[src/rtl/bcd_seg_scan.sv]
// bcd_seg_scan: captures three BCD digits and drives a 3-digit, common-anode,
// time-multiplexed 7-segment display with a dark guard interval at the
// start of each digit slot, optional leading-zero blanking, a dash for
// invalid codes and a one-cycle frame strobe.
//
// Ports:
//   clk       in   system clock, rising edge
//   rst       in   synchronous active-high reset
//   load      in   capture strobe for hund/tens/ones/blank_lz
//   hund      in   [3:0] BCD hundreds digit
//   tens      in   [3:0] BCD tens digit
//   ones      in   [3:0] BCD ones digit
//   blank_lz  in   1 = blank leading zeros (sampled with load)
//   an        out  [2:0] active-low anodes: [0]=ones, [1]=tens, [2]=hund
//   seg       out  [6:0] active-low segments {g,f,e,d,c,b,a}
//   frame     out  one-cycle pulse when the slot index wraps from 2 to 0
module bcd_seg_scan #(
    parameter int unsigned REFRESH_DIV = 1000,
    parameter int unsigned GUARD       = 2
) (
    input  logic       clk,
    input  logic       rst,
    input  logic       load,
    input  logic [3:0] hund,
    input  logic [3:0] tens,
    input  logic [3:0] ones,
    input  logic       blank_lz,
    output logic [2:0] an,
    output logic [6:0] seg,
    output logic       frame
);

    localparam int unsigned CNT_W = 16;
    localparam logic [CNT_W-1:0] CNT_LAST  = CNT_W'(REFRESH_DIV - 1);
    localparam logic [CNT_W-1:0] CNT_GUARD = CNT_W'(GUARD);
    localparam logic [6:0] SEG_OFF  = 7'h7F;
    localparam logic [6:0] SEG_DASH = 7'h3F;

    logic [CNT_W-1:0] count_q, count_d;
    logic [1:0]       idx_q, idx_d;
    logic [3:0]       hund_q, hund_d;
    logic [3:0]       tens_q, tens_d;
    logic [3:0]       ones_q, ones_d;
    logic             blz_q, blz_d;
    logic [2:0]       an_q, an_d;
    logic [6:0]       seg_q, seg_d;
    logic             frame_q, frame_d;

    logic             wrap_c;
    logic             dark_c;
    logic [3:0]       digit_c;
    logic             blank_c;

    // BCD to active-low {g..a}; codes above 9 show a dash
    function automatic logic [6:0] decode(input logic [3:0] d);
        logic [6:0] s;
        case (d)
            4'd0:    s = 7'h40;
            4'd1:    s = 7'h79;
            4'd2:    s = 7'h24;
            4'd3:    s = 7'h30;
            4'd4:    s = 7'h19;
            4'd5:    s = 7'h12;
            4'd6:    s = 7'h02;
            4'd7:    s = 7'h78;
            4'd8:    s = 7'h00;
            4'd9:    s = 7'h10;
            default: s = SEG_DASH;
        endcase
        return s;
    endfunction

    // Divider, slot rotator, capture and registered pin logic
    always_comb begin
        count_d = count_q;
        idx_d   = idx_q;
        hund_d  = hund_q;
        tens_d  = tens_q;
        ones_d  = ones_q;
        blz_d   = blz_q;
        an_d    = 3'b111;
        seg_d   = SEG_OFF;
        frame_d = 1'b0;
        digit_c = ones_q;
        blank_c = 1'b0;

        wrap_c = (count_q == CNT_LAST);
        // GUARD=0 disables the dark interval entirely
        dark_c = (GUARD != 0) && (count_q < CNT_GUARD);

        if (wrap_c) begin
            count_d = '0;
            idx_d   = (idx_q == 2'd2) ? 2'd0 : idx_q + 2'd1;
            frame_d = (idx_q == 2'd2);
        end else begin
            count_d = count_q + CNT_W'(1);
        end

        if (load) begin
            hund_d = hund;
            tens_d = tens;
            ones_d = ones;
            blz_d  = blank_lz;
        end

        // Slot digit select; only literal zeros count for blanking
        case (idx_q)
            2'd1: begin
                digit_c = tens_q;
                blank_c = blz_q && (hund_q == 4'd0) && (tens_q == 4'd0);
            end
            2'd2: begin
                digit_c = hund_q;
                blank_c = blz_q && (hund_q == 4'd0);
            end
            default: begin
                digit_c = ones_q;
                blank_c = 1'b0;
            end
        endcase

        if (!dark_c) begin
            an_d  = ~(3'b001 << idx_q);
            seg_d = blank_c ? SEG_OFF : decode(digit_c);
        end
    end

    // State and output registers with synchronous reset
    always_ff @(posedge clk) begin
        if (rst) begin
            count_q <= '0;
            idx_q   <= 2'd0;
            hund_q  <= 4'd0;
            tens_q  <= 4'd0;
            ones_q  <= 4'd0;
            blz_q   <= 1'b0;
            an_q    <= 3'b111;
            seg_q   <= SEG_OFF;
            frame_q <= 1'b0;
        end else begin
            count_q <= count_d;
            idx_q   <= idx_d;
            hund_q  <= hund_d;
            tens_q  <= tens_d;
            ones_q  <= ones_d;
            blz_q   <= blz_d;
            an_q    <= an_d;
            seg_q   <= seg_d;
            frame_q <= frame_d;
        end
    end

    assign an    = an_q;
    assign seg   = seg_q;
    assign frame = frame_q;

endmodule
[config.mk]
export PLATFORM = sky130hd
export DESIGN_NAME = bcd_seg_scan
export DESIGN_NICKNAME = d
export VERILOG_FILES = /design/src/rtl/bcd_seg_scan.sv
export SDC_FILE = /design/constraint.sdc
export NUM_CORES = 1
export LEC_CHECK = 0
export CORE_UTILIZATION = 50
export CTS_BUF_LIST = sky130_fd_sc_hd__clkbuf_8
export DETAILED_ROUTE_END_ITERATION = 8
export HOLD_SLACK_MARGIN = 0.03
export PLACE_DENSITY_LB_ADDON = 0.08
export SLEW_MARGIN = 20
export SYNTH_ARGS = -nofsm -noshare
export SYNTH_HDL_FRONTEND = slang
export SYNTH_SLANG_ARGS = --single-unit
[constraint.sdc]
create_clock -name clk -period 1.7 [get_ports clk]
set_input_delay 0.34 -clock clk [delete_from_list [all_inputs] [get_ports clk]]
set_output_delay 0.34 -clock clk [all_outputs]
set_load 0.05 [all_outputs]
==> results of run 1 <==
[routing by layer]
layer / wire [um] / part of all wire (%)
met5: 0 / 0
met4: 61 / 1.5
met3: 242 / 5.8
met2: 1923 / 46
met1: 1971 / 47
[placed cells by master (no fill, tap or decap), drive strengths merged]
master / instances
dfxtp: 42
buf: 35
nor2: 32
clkdlybuf4s50: 15
mux2i: 14
nand3: 11
nand2: 9
xnor2: 9
ha: 9
nor4: 8
clkbuf: 7
inv: 7
a21oi: 7
nor3: 6
o21ai: 5
a22oi: 4
and2: 3
xor2: 3
o21a: 3
a21o: 3
or3: 2
a22o: 2
o211ai: 2
bufinv: 2
a211oi: 2
a31o: 1
a31oi: 1
and4b: 1
a41oi: 1
and3: 1
o221ai: 1
or4: 1
and4: 1
nor4b: 1
[sequential cells by signal, indices dropped and copies added, names as in the netlist]
signal	flops
hund_q	4
seg	7
ones_q	4
an	3
tens_q	4
count_q	16
idx_q	2
frame	1
blz_q	1
[cell usage after synthesis]
master    count
nand3_4       1
o211ai_1      2
a22oi_1       4
nand2_1       9
clkbuf_1      5
nor4b_1       1
xnor2_1       9
a211oi_1      2
nor3_1        6
and4b_1       1
nor2_1       32
or3_1         2
a31o_2        1
ha_1          9
or4_4         1
dfxtp_1      42
a21oi_1       7
xor2_1        3
and4_1        1
a22o_1        2
and3_1        1
nand3_1       9
o21a_1        3
mux2i_1      14
a31oi_1       1
and2_1        3
clkbuf_8      1
nand3_2       1
nor4_1        8
buf_1         1
o221ai_1      1
a21o_1        3
o21ai_0       5
a41oi_1       1
inv_1         7
[worst reg2reg max path, stage by stage, from the launching register on]
cell	delay, ns
dfxtp_4	0.38
inv_4	0.06
ha_4	0.24
clkbuf_2	0.15
buf_4	0.17
a21o_4	0.23
a21oi_2	0.20
o221ai_1	0.14
[worst max path at each step]
stage / to / slack [ns] / start / cells after the start
floorplan: seg[4] / 0.01 / idx_q[1] / 9
global placement: seg[5] / 0.01 / idx_q[0] / 8
detailed placement: seg[3] / -0.11 / idx_q[0] / 6
CTS: seg[3] / 0.01 / idx_q[1] / 7
global route: seg[3] / -0.04 / idx_q[0] / 7
finish: seg[3] / 0.008 / idx_q[0] / 7
[stage by stage]
step                      hold WS, ns  area [um^2]  util [%]  total power (W)
after global routing           0.5414         2580     74.95         0.002377
final                          0.4914         2580     74.95         0.002298
after floorplan                0.4299         1879         -         0.001233
after global placement         0.4538         2308     67.07         0.001331
after CTS                      0.4972         2495     72.48         0.002289
after detailed placement       0.4793         2308     67.07         0.001338
[cell type report]
cell class	count	share of cell area, %
repair buffers	51	16.83
multi-input cells	143	41.42
clock inverters	2	2.328
well taps	46	2.231
inverters	7	1.212
clock buffers	6	3.201
flip-flops and latches	42	32.78
[logic make-up (layout without fill, tap and decap cells)]
| family | Yosys count | after routing | share of synthesized area (%) |
|---|---|---|---|
| AND/OR/NAND/NOR | 76 | 76 | 20.59 |
| XOR/XNOR | 12 | 12 | 5.653 |
| AO/OA/AOI/OAI | 32 | 32 | 11.57 |
| adder cells (fa/ha/maj) | 9 | 9 | 6.057 |
| flip-flops | 42 | 42 | 45.22 |
| multiplexers | 14 | 14 | 7.537 |
| buffers and inverters | 14 | 66 | 3.365 |
[report_power, final]
part | internal (W) | total, W | switching [W]
combinational | 0.000128 | 0.000289 | 0.000162
clock | 0.000626 | 0.000961 | 0.000335
sequential | 0.00102 | 0.00105 | 0.0000256
total | 0.00178 | 0.00230 | 0.000522
[what timing repair did]
item                                    in CTS  in global routing
gates resized for setup                     10                 20
setup buffers                                0                  2
pin swaps                                    3                  6
endpoints found under the setup margin       7                  7
==> impl_metrics.py, run 1 <==
metrics = {
    "global_route": {
        "grt_util_met2_pct": 33.47,
        "grt_max_degree": 18,
        "antenna_found_initial": 0,
        "grtUsageMet3_pct": 4.745,
        "grt_util_met1_pct": 29.63,
        "grt_pass1_wl_um": 6734,
        "grt_usage_pct": 22.09,
        "gr-max-usage-layer": "met2",
        "grt_pass1_vias": 1471,
        "grt_overflow": 0,
    },
    "logic_synthesis": {
        "synth_area_leaders": "dfxtp_1, mux2i_1, nor2_1",
        "synth_area_mm2": 0.001859,
        "ys_seq_area_share_pct": 45.22,
        "ys_ff_latch": 42,
        "syn-num-nets": 224,
        "netlist_instances": 199,
        "avgSynthCellArea_um2": 9.343,
        "yosysTopAreaCellShare_pct": 45.22,
        "synth_cell_types": 35,
        "synth_area_leader_cell": "dfxtp_1",
        "yosysWarningCount": 0,
    },
    "sta": {
        "skew_ns": 0.007596,
        "grt_setup_unrepaired": "yes",
        "finalCritPeriodShare_pct": 99.51,
        "relSlewSlack_pct": 74.17,
        "tightest_slew_ns": 0.3839,
        "final_hold_viol_count": 0,
        "fmax_ghz": 0.5911,
        "slew_violations": 0,
        "fin_crit_ns": 1.692,
        "fin_ws_ns": 0.008267,
        "setup_viol": 0,
        "tns_ns": 0,
    },
    "clock_tree": {
        "clock-sinks": 42,
        "cts_root_buf": "clkbuf_8",
        "cts_made_buffers": 5,
        "hold_buffers": 0,
        "cts_buffer_depth": 2,
        "h-tree-depth": 2,
        "clock_latency_ns": 0.30,
        "cts_tree": "built",
        "clk_pin_slew_worst_paths_ns": 0.07,
    },
    "final_layout": {
        "multi_input_area_mm2": 0.001069,
        "diodes": 0,
        "nFillCells": 256,
        "num-nets-final": 275,
        "fin_cells": 297,
        "drive_gt1_share_pct": 27.89,
        "area_delta_synth_final_pct": 38.76,
        "seq_area_um2": 845.8,
    },
    "worst_setup_path": {
        "crit_chain": "inv_4 -> ha_4 -> clkbuf_2 -> buf_4 -> a21o_4 -> a21oi_2 -> o221ai_1",
        "r2r_slack_ns": 0.008,
        "cpMaxStageDelayCell": "dfxtp_4",
        "rr_endpoint": "seg[3]",
        "path_buf_inv": 3,
        "reg2reg_depth": 7,
        "cp_max_fo": 6,
        "critical-path-top-delay-family": "compound AO/OA/AOI/OAI gates",
        "crit_arrival_ns": 1.86,
        "critical-path-max-stage-delay_ns": 0.38,
        "startpoint_type": "flop",
        "cp-end-kind": "flop",
        "r2r-start": "idx_q[0]",
        "critical_path_class": "flop to flop",
        "cp.required_ns": 1.87,
    },
    "drt": {
        "dr.first_iter.drc_count": 110,
        "vias": 1617,
        "routedWlPerCell_um": 14.13,
        "drc": 0,
        "routed_via_density": 5.444,
        "routed_wl_um": 4198,
        "postRouteAntennaNets": 0,
        "drt-pass1-iter-count": 4,
    },
    "placement": {
        "gp_congestion": 0.8030,
        "port-buffer-count": 26,
        "post-place-ws_ns": -0.1116,
        "dp_hpwl_um": 2943,
        "dp_cells": 287,
    },
    "min_path": {
        "hp-class": "flop to flop",
        "holdPathEnd": "count_q[0]",
        "min_from": "count_q[0]",
        "hold_depth": 1,
    },
    "floorplanning": {
        "ios": 27,
        "rows": 21,
        "die_h_um": 62.98,
        "initial_core_util_pct": 54.02,
        "die_area_mm2": 0.003966,
        "core_mm2": 0.003442,
        "die-width_um": 62.98,
    },
    "power_and_ir_drop": {
        "ir_drop_mv": 0.8260,
        "power_density_mw_per_mm2": 890.6,
        "power_leakage_nw": 0.9947,
    },
    "outcome": {
        "status": "completed",
    },
    "job": {
        "drv_cap": 0,
    },
}
Power figures use the tool's default switching activity.
==> run 2, diff against run 1 <==
Settings changed: ABC_CLOCK_PERIOD_IN_PS set to 1700, HOLD_SLACK_MARGIN 0.03 to 0.1.
==> results of run 2 <==
Same layout as run 1: the final DEF is identical, and so are final timing and power.
==> run 3, diff against run 2 <==
Settings changed: CAP_MARGIN set to 10, TNS_END_PERCENT set to 100.
==> results of run 3 <==
Same layout as run 1: the final DEF is identical, and so are final timing and power.
